**src/rtl/receive_adc_multi.sv**
```systemverilog
// Multi-lane serial ADC receiver: one shared adc_sclk/adc_cs_n drives N_CH converters,
// each lane is shifted into its own frame register, and completed frames are offered on a
// valid/ready output with overrun reporting when the consumer has not taken the last result.
module receive_adc_multi #(
  parameter int unsigned DATA_W     = 12,
  parameter int unsigned FRAME_BITS = 16,
  parameter int unsigned N_CH       = 2,
  parameter int unsigned CLK_DIV    = 4,
  parameter int unsigned QUIET_CYC  = 8
) (
  input  logic                     clk,
  input  logic                     rst,
  input  logic                     start,
  input  logic                     cont_en,
  input  logic [N_CH-1:0]          sdata,
  output logic                     adc_sclk,
  output logic                     adc_cs_n,
  output logic [N_CH*DATA_W-1:0]   dout,
  output logic                     dout_valid,
  input  logic                     dout_ready,
  output logic                     overrun,
  output logic                     busy
);

  // One counter serves the setup/half-period divider and the quiet gap.
  localparam int unsigned CntMax = (CLK_DIV > QUIET_CYC) ? CLK_DIV : QUIET_CYC;
  localparam int unsigned CntW   = $clog2(CntMax + 1);
  localparam int unsigned BitW   = $clog2(FRAME_BITS + 1);

  localparam logic [CntW-1:0] DivLast   = CntW'(CLK_DIV - 1);
  localparam logic [CntW-1:0] QuietLast = CntW'(QUIET_CYC - 1);
  localparam logic [BitW-1:0] BitLast   = BitW'(FRAME_BITS - 1);

  typedef enum logic [1:0] {StIdle, StSetup, StShift, StQuiet} state_e;

  state_e                state_q;
  logic [CntW-1:0]       div_cnt_q;
  logic [BitW-1:0]       bit_cnt_q;
  logic [FRAME_BITS-1:0] shreg_q [N_CH];

  assign busy = (state_q != StIdle);

  // Frame sequencer, serial clock generation, lane capture and output handshake.
  always_ff @(posedge clk) begin
    if (!rst) begin
      state_q    <= StIdle;
      div_cnt_q  <= '0;
      bit_cnt_q  <= '0;
      adc_sclk   <= 1'b1;
      adc_cs_n   <= 1'b1;
      dout       <= '0;
      dout_valid <= 1'b0;
      overrun    <= 1'b0;
      for (int unsigned i = 0; i < N_CH; i++) begin
        shreg_q[i] <= '0;
      end
    end else begin
      overrun <= 1'b0;
      // A consumed result clears valid; a completing frame below may reload it.
      if (dout_valid && dout_ready) begin
        dout_valid <= 1'b0;
      end

      case (state_q)
        StIdle: begin
          if (start || cont_en) begin
            state_q   <= StSetup;
            adc_cs_n  <= 1'b0;
            adc_sclk  <= 1'b1;
            div_cnt_q <= '0;
          end
        end

        StSetup: begin
          if (div_cnt_q == DivLast) begin
            state_q   <= StShift;
            adc_sclk  <= 1'b0;
            div_cnt_q <= '0;
            bit_cnt_q <= '0;
          end else begin
            div_cnt_q <= div_cnt_q + CntW'(1);
          end
        end

        StShift: begin
          if (div_cnt_q == DivLast) begin
            div_cnt_q <= '0;
            if (!adc_sclk) begin
              // Rising edge sits mid-bit: capture every lane here.
              adc_sclk <= 1'b1;
              for (int unsigned i = 0; i < N_CH; i++) begin
                shreg_q[i] <= (shreg_q[i] << 1) | FRAME_BITS'(sdata[i]);
              end
            end else if (bit_cnt_q == BitLast) begin
              // Last high half-period done: sclk stays high into the quiet gap.
              state_q  <= StQuiet;
              adc_cs_n <= 1'b1;
              if (!dout_valid || dout_ready) begin
                for (int unsigned i = 0; i < N_CH; i++) begin
                  dout[i*DATA_W +: DATA_W] <= shreg_q[i][DATA_W-1:0];
                end
                dout_valid <= 1'b1;
              end else begin
                overrun <= 1'b1;
              end
            end else begin
              bit_cnt_q <= bit_cnt_q + BitW'(1);
              adc_sclk  <= 1'b0;
            end
          end else begin
            div_cnt_q <= div_cnt_q + CntW'(1);
          end
        end

        StQuiet: begin
          if (div_cnt_q == QuietLast) begin
            div_cnt_q <= '0;
            if (cont_en) begin
              state_q  <= StSetup;
              adc_cs_n <= 1'b0;
            end else begin
              state_q <= StIdle;
            end
          end else begin
            div_cnt_q <= div_cnt_q + CntW'(1);
          end
        end

        default: state_q <= StIdle;
      endcase
    end
  end

endmodule

```
**config.mk**
```make
export PLATFORM = sky130hd
export DESIGN_NAME = receive_adc_multi
export DESIGN_NICKNAME = d
export VERILOG_FILES = /design/src/rtl/receive_adc_multi.sv
export SDC_FILE = /design/constraint.sdc
export NUM_CORES = 1
export LEC_CHECK = 0
export ABC_AREA = 1
export BUFFER_PORTS_ARGS = -buffer_cell sky130_fd_sc_hd__buf_4
export CAP_MARGIN = 30
export CORE_ASPECT_RATIO = 0.9
export CORE_MARGIN = 2
export CORE_UTILIZATION = 50
export CTS_CLUSTER_SIZE = 40
export DETAILED_ROUTE_END_ITERATION = 12
export PLACE_DENSITY = 0.71
export SYNTH_ARGS = -nofsm -noshare
export SYNTH_HDL_FRONTEND = slang
export SYNTH_SLANG_ARGS = --single-unit
```
**constraint.sdc**
```tcl
create_clock -name clk -period 6.1 [get_ports clk]
set_clock_uncertainty 0.15 [all_clocks]
set_input_delay 0.915 -clock clk [delete_from_list [all_inputs] [get_ports clk]]
set_output_delay 0.915 -clock clk [all_outputs]
set_load 0.005 [all_outputs]
```
Word-level counts from Yosys, hierarchy flattened
Memories as Yosys holds them, arrays and structs flattened.
Cells that the tools add are included.
W data, S select, Z words.
{ "op_classes": {"shifts": 0, "n_mul": 0, "bitwise_logic": 4, "n_mux": 45, "addsub": 2, "order_cmp": 0, "n_eq_ne": 14, "reduce_logical": 16, "n_div": 0} }
{ "op_table": {"columns": ["op", "count"], "rows": [
  ["$mux W16", 2],
  ["$or A16 B1 Y16", 2],
  ["$mux W1", 25],
  ["$mux W5", 4],
  ["$ne A2 B2 Y1 const B", 8],
  ["$reduce_and A5 Y1", 3],
  ["$mux W2", 6],
  ["$mux W4", 3],
  ["$pmux W4 S3", 1],
  ["$pmux W5 S2", 1],
  ["$pmux W2 S4", 1],
  ["$reduce_and A7 Y1", 1],
  ["$pmux W1 S3", 2],
  ["$reduce_and A6 Y1", 1],
  ["$reduce_bool A3 Y1", 2],
  ["$add A5 B1 Y5 const B", 1],
  ["$eq A5 B4 Y1 const B", 1],
  ["$add A4 B1 Y4 const B", 1],
  ["$eq A2 B2 Y1 const B", 2],
  ["$eq A4 B2 Y1 const B", 1],
  ["$eq A4 B3 Y1 const B", 1],
  ["$reduce_and A4 Y1", 1],
  ["$reduce_bool A2 Y1", 2],
  ["$eq A2 B1 Y1 const B", 1],
  ["other kinds (6)", 8]
]} }
{ "word_totals": {"n_memories": 1, "rom_bits": 0, "output_inout_bits": 29, "ff_bits": 39, "latchBits": 0, "word_cells": 90, "ramBits": 32} }
{ "memory_table": {"columns": ["memory", "depth", "width", "rd", "rd_clocked_by_memory_dff", "wr", "line_no", "rtl"], "rows": [
  ["shreg_q", 2, 16, 2, 0, 2, "39", "logic [FRAME_BITS-1:0] shreg_q [N_CH];"]
]} }

Logic depth before layout (Yosys ltp)
{ "logic_depth": {"word_depth": 7, "depth_mapped": 11} }

Worst setup path before layout
Ideal clock, no wire load.
{ "synth_path": {"kind": "reg2reg", "from": "register state_q[0]", "to": "memory shreg_q[0][0] (enable)", "t_arrival_ps": 2517, "path_buffers": 1, "period_less_slack_ps": 3105, "path_slack_ps": 2995, "t_required_ps": 5512, "setup_ps": 438, "stages_incl_launch_ff": 6, "path_cell_list": "dfxtp_1 inv_1 ha_1 buf_6 nand2_1 o21ai_0"} }
{ "synth_rtl": {"columns": ["item", "line_no", "rtl"], "rows": [
  ["start, declared", "36", "state_e state_q;"],
  ["start signal, assigned", "46", "state_q <= StIdle;"],
  ["start signal, assigned", "67", "state_q <= StSetup;"],
  ["start signal, assigned", "76", "state_q <= StShift;"],
  ["end, declared", "39", null]
]} }

Worst setup path in the final report
{ "layout_path": {"from": "register bit_cnt_q[0]", "to": "register dout[9], read port of shreg_q"} }
{ "layout_via": {"elab_chain_cells": 2} }
{ "layout_lines": {"columns": ["item", "line_no", "rtl"], "rows": [
  ["start, declared", "38", "logic [BitW-1:0] bit_cnt_q;"],
  ["start signal, assigned", "107", "bit_cnt_q <= bit_cnt_q + BitW'(1);"],
  ["$eq A5 B4 Y1", "94", "end else if (bit_cnt_q == BitLast) begin"],
  ["$reduce_and A5 Y1 (no line)", null, null],
  ["end, declared", "18", "output logic [N_CH*DATA_W-1:0] dout,"]
]} }
No other way between the ends.
A chain may end at the register's enable or synchronous reset.

==> flow_summary.ini <==
[outcome]
outcome = finished, final reports clean

[logic_synthesis]
avgSynthCellArea_um2 = 9.08
ys_seq_elements = 63
syn_nets = 330
yosysTopAreaCell = dfxtp_1
yosysTopAreaCellShare_pct = 27.3
seq_area_frac_synth_pct = 52.5
netlist_area_um2 = 2860
synth_area_leaders = dfxtp_1 27%, edfxtp_1 25%, nand2_1 7.2%
synth_cells = 315
synth_warnings = 0
ys_types = 23

[clock_network]
clockBufferDepth = 2
path_clk_slew_ns = 0.07
htreeDepth = 3
cts_tree = done
cts_post_setup_buffers_inserted = 0
cts_hold_buffers = 0
post_cts_resized = 0
cts_buffers = 9
clkSinkCount = 63
clk_latency_ns = 0.33
root_buffer = clkbuf_8

[route]
via_count = 2137
routed_via_density = 5.06
wire_per_inst_um = 12.6
drcViolationCount = 0
drt_iter0_drc = 218
routed_wl_um = 5330
firstDrtPassIters = 4
antenna_left = 0

[floorplanning]
core_region_area_um2 = 5600
ios = 36
rows = 26
start_util_pct = 51.1
fp.dieW_um = 83.7
fp.dieArea_um2 = 6340
die_h_um = 75.8

[pwr]
p_per_area_nw_per_um2 = 328
netSwitchingFraction_pct = 33.3
p_int_mw = 0.711
power_mw = 1.07
comb_power_share_pct = 25.7
netSwitchingPower_mw = 0.355
p_seq_share_pct = 46.4
irDropWorstVdd_v = 0.000164
p_leak_nw = 1.32
clkPwrFrac_pct = 28.0

[setup_path]
worstPathArrival_ns = 2.77
cp-start-kind = flip-flop
crit_required_ns = 6.12
critPathKind = flip-flop to flip-flop
critPathCaptureType = flip-flop
path_max_fanout = 26

[timing]
maxSlewViolCount = 0
finalSetupViolCount = 0
fin_ws_ns = 3.35
fin_tns_setup_ns = 0
post-route-period-util_pct = 45.1
period_minus_slack_ns = 2.75
max_freq_mhz = 364
hold_ws_ns = 0.313
finalHoldViolCount = 0
slew_headroom_pct = 34.2
worst_pin_slew_ns = 0.987
rsz0062_at_grt = no

[grt]
grt_max_degree = 32
antenna_found_initial = 0
grt_remaining_overflow = 0
grt_pass1_vias = 1840
grt_util_all_layers_pct = 17.7
grt_pass1_wl_um = 8800

[placed_design]
port-buffer-count = 35
dpl_worst_slack_ns = 3.38
gp_congestion = 0.860
placed_area_um2 = 3090
hpwl_um = 3460

[cells_and_area]
diodes = 0
drive_above_1_share_pct = 22.2
area_delta_synth_final_pct = 13.5
final_nets = 362
regArea_um2 = 1500
multi_input_area_um2 = 1070
final_common_cell = nand2_1
final_cell_mix = 55 x nand2_1, 41 x inv_1, 39 x dfxtp_1
design_area_um2 = 3250
fillers = 506

[min_path]
hp-class = flip-flop to flip-flop

[run]
drv_cap = 0
## worst max-delay path: stages, from the launching register on
cell     delay, ns
dfxtp_1       0.37
ha_1          0.18
nand2_1       0.07
nor2_1        0.16
ha_1          0.17
and3_1        0.77
nand3_4       0.47
nand2_1       0.17
a21oi_1       0.08
## power by group through the flow
stage,Combinational (mW),Sequential (mW),Clock [mW]
final,0.274,0.494,0.298
after global placement,0.266,0.500,0
after detailed placement,0.270,0.502,0
after CTS,0.272,0.494,0.308
after floorplan,0.210,0.497,0
after global routing,0.314,0.498,0.325
## layout make-up
class | count | share of cell area [%]
Multi-Input combinational cell | 195 | 32.8
Clock buffer | 12 | 4.16
Clock inverter | 4 | 0.694
Timing Repair Buffer | 36 | 8.33
Tap cell | 70 | 2.70
Sequential cell | 63 | 46.3
Inverter | 42 | 5.01
## path summary, 6_finish.rpt
check               startpoint  endpoint  slack (ns)  depth (start not counted)
setup / recovery  bit_cnt_q[0]   dout[9]        3.35                          8
hold / removal        dout[18]  dout[18]        0.31                          2
setup reg to reg  bit_cnt_q[0]   dout[9]        3.35                          8
hold reg to reg       dout[18]  dout[18]        0.31                          2
## flip-flops by register name, indices dropped and copies added, names as in the netlist
name / flops
bit_cnt_q: 5
adc_cs_n: 1
dout: 24
state_q: 2
shreg_q: 24
dout_valid: 1
div_cnt_q: 4
overrun: 1
adc_sclk: 1
## cells by family (layout without fill, tap and decap cells)
kind of cell,count (synthesis),count (layout),synth area share [%]
xor+xnor,1,1,0.306
simple gates,144,144,25.7
compound gates,42,42,7.61
buf+inv,57,94,10.4
fa+ha+maj,8,8,3.50
flops,63,63,52.5
## stage by stage
step / util (%) / std cells
6_report: 58.0 / 422
3_5_place_dp: 55.2 / 406
3_3_place_gp: 55.2 / 406
5_1_grt: 58.0 / 422
2_1_floorplan: - / 315
4_1_cts: 58.0 / 422
## Yosys cell counts
cell type and n:
nand3_4 1, dfxtp_1 39, nand4_4 1, buf_2 2, buf_6 10, nor3_1 2, xor2_1 1, o21ai_2 2
inv_6 1, nand2_1 55, nor2_1 17, edfxtp_1 24, nor2_2 21, o21ai_0 5, nor3b_1 1, and3_1 2
inv_1 41, ha_1 8, nand4_1 26, a21oi_1 35, nand3_1 16, nand2_4 2, clkbuf_1 3
## routing by layer
metal  vias up  GRT usage, %  part of all wire, %
met2        47          27.5                   45
met4         0          5.20                 0.98
met3         4          6.18                  5.4
li1       1114             -                    -
met5         -             0                    0
met1       972          23.9                   49
Note: power is estimated with default switching activity, not from simulation.
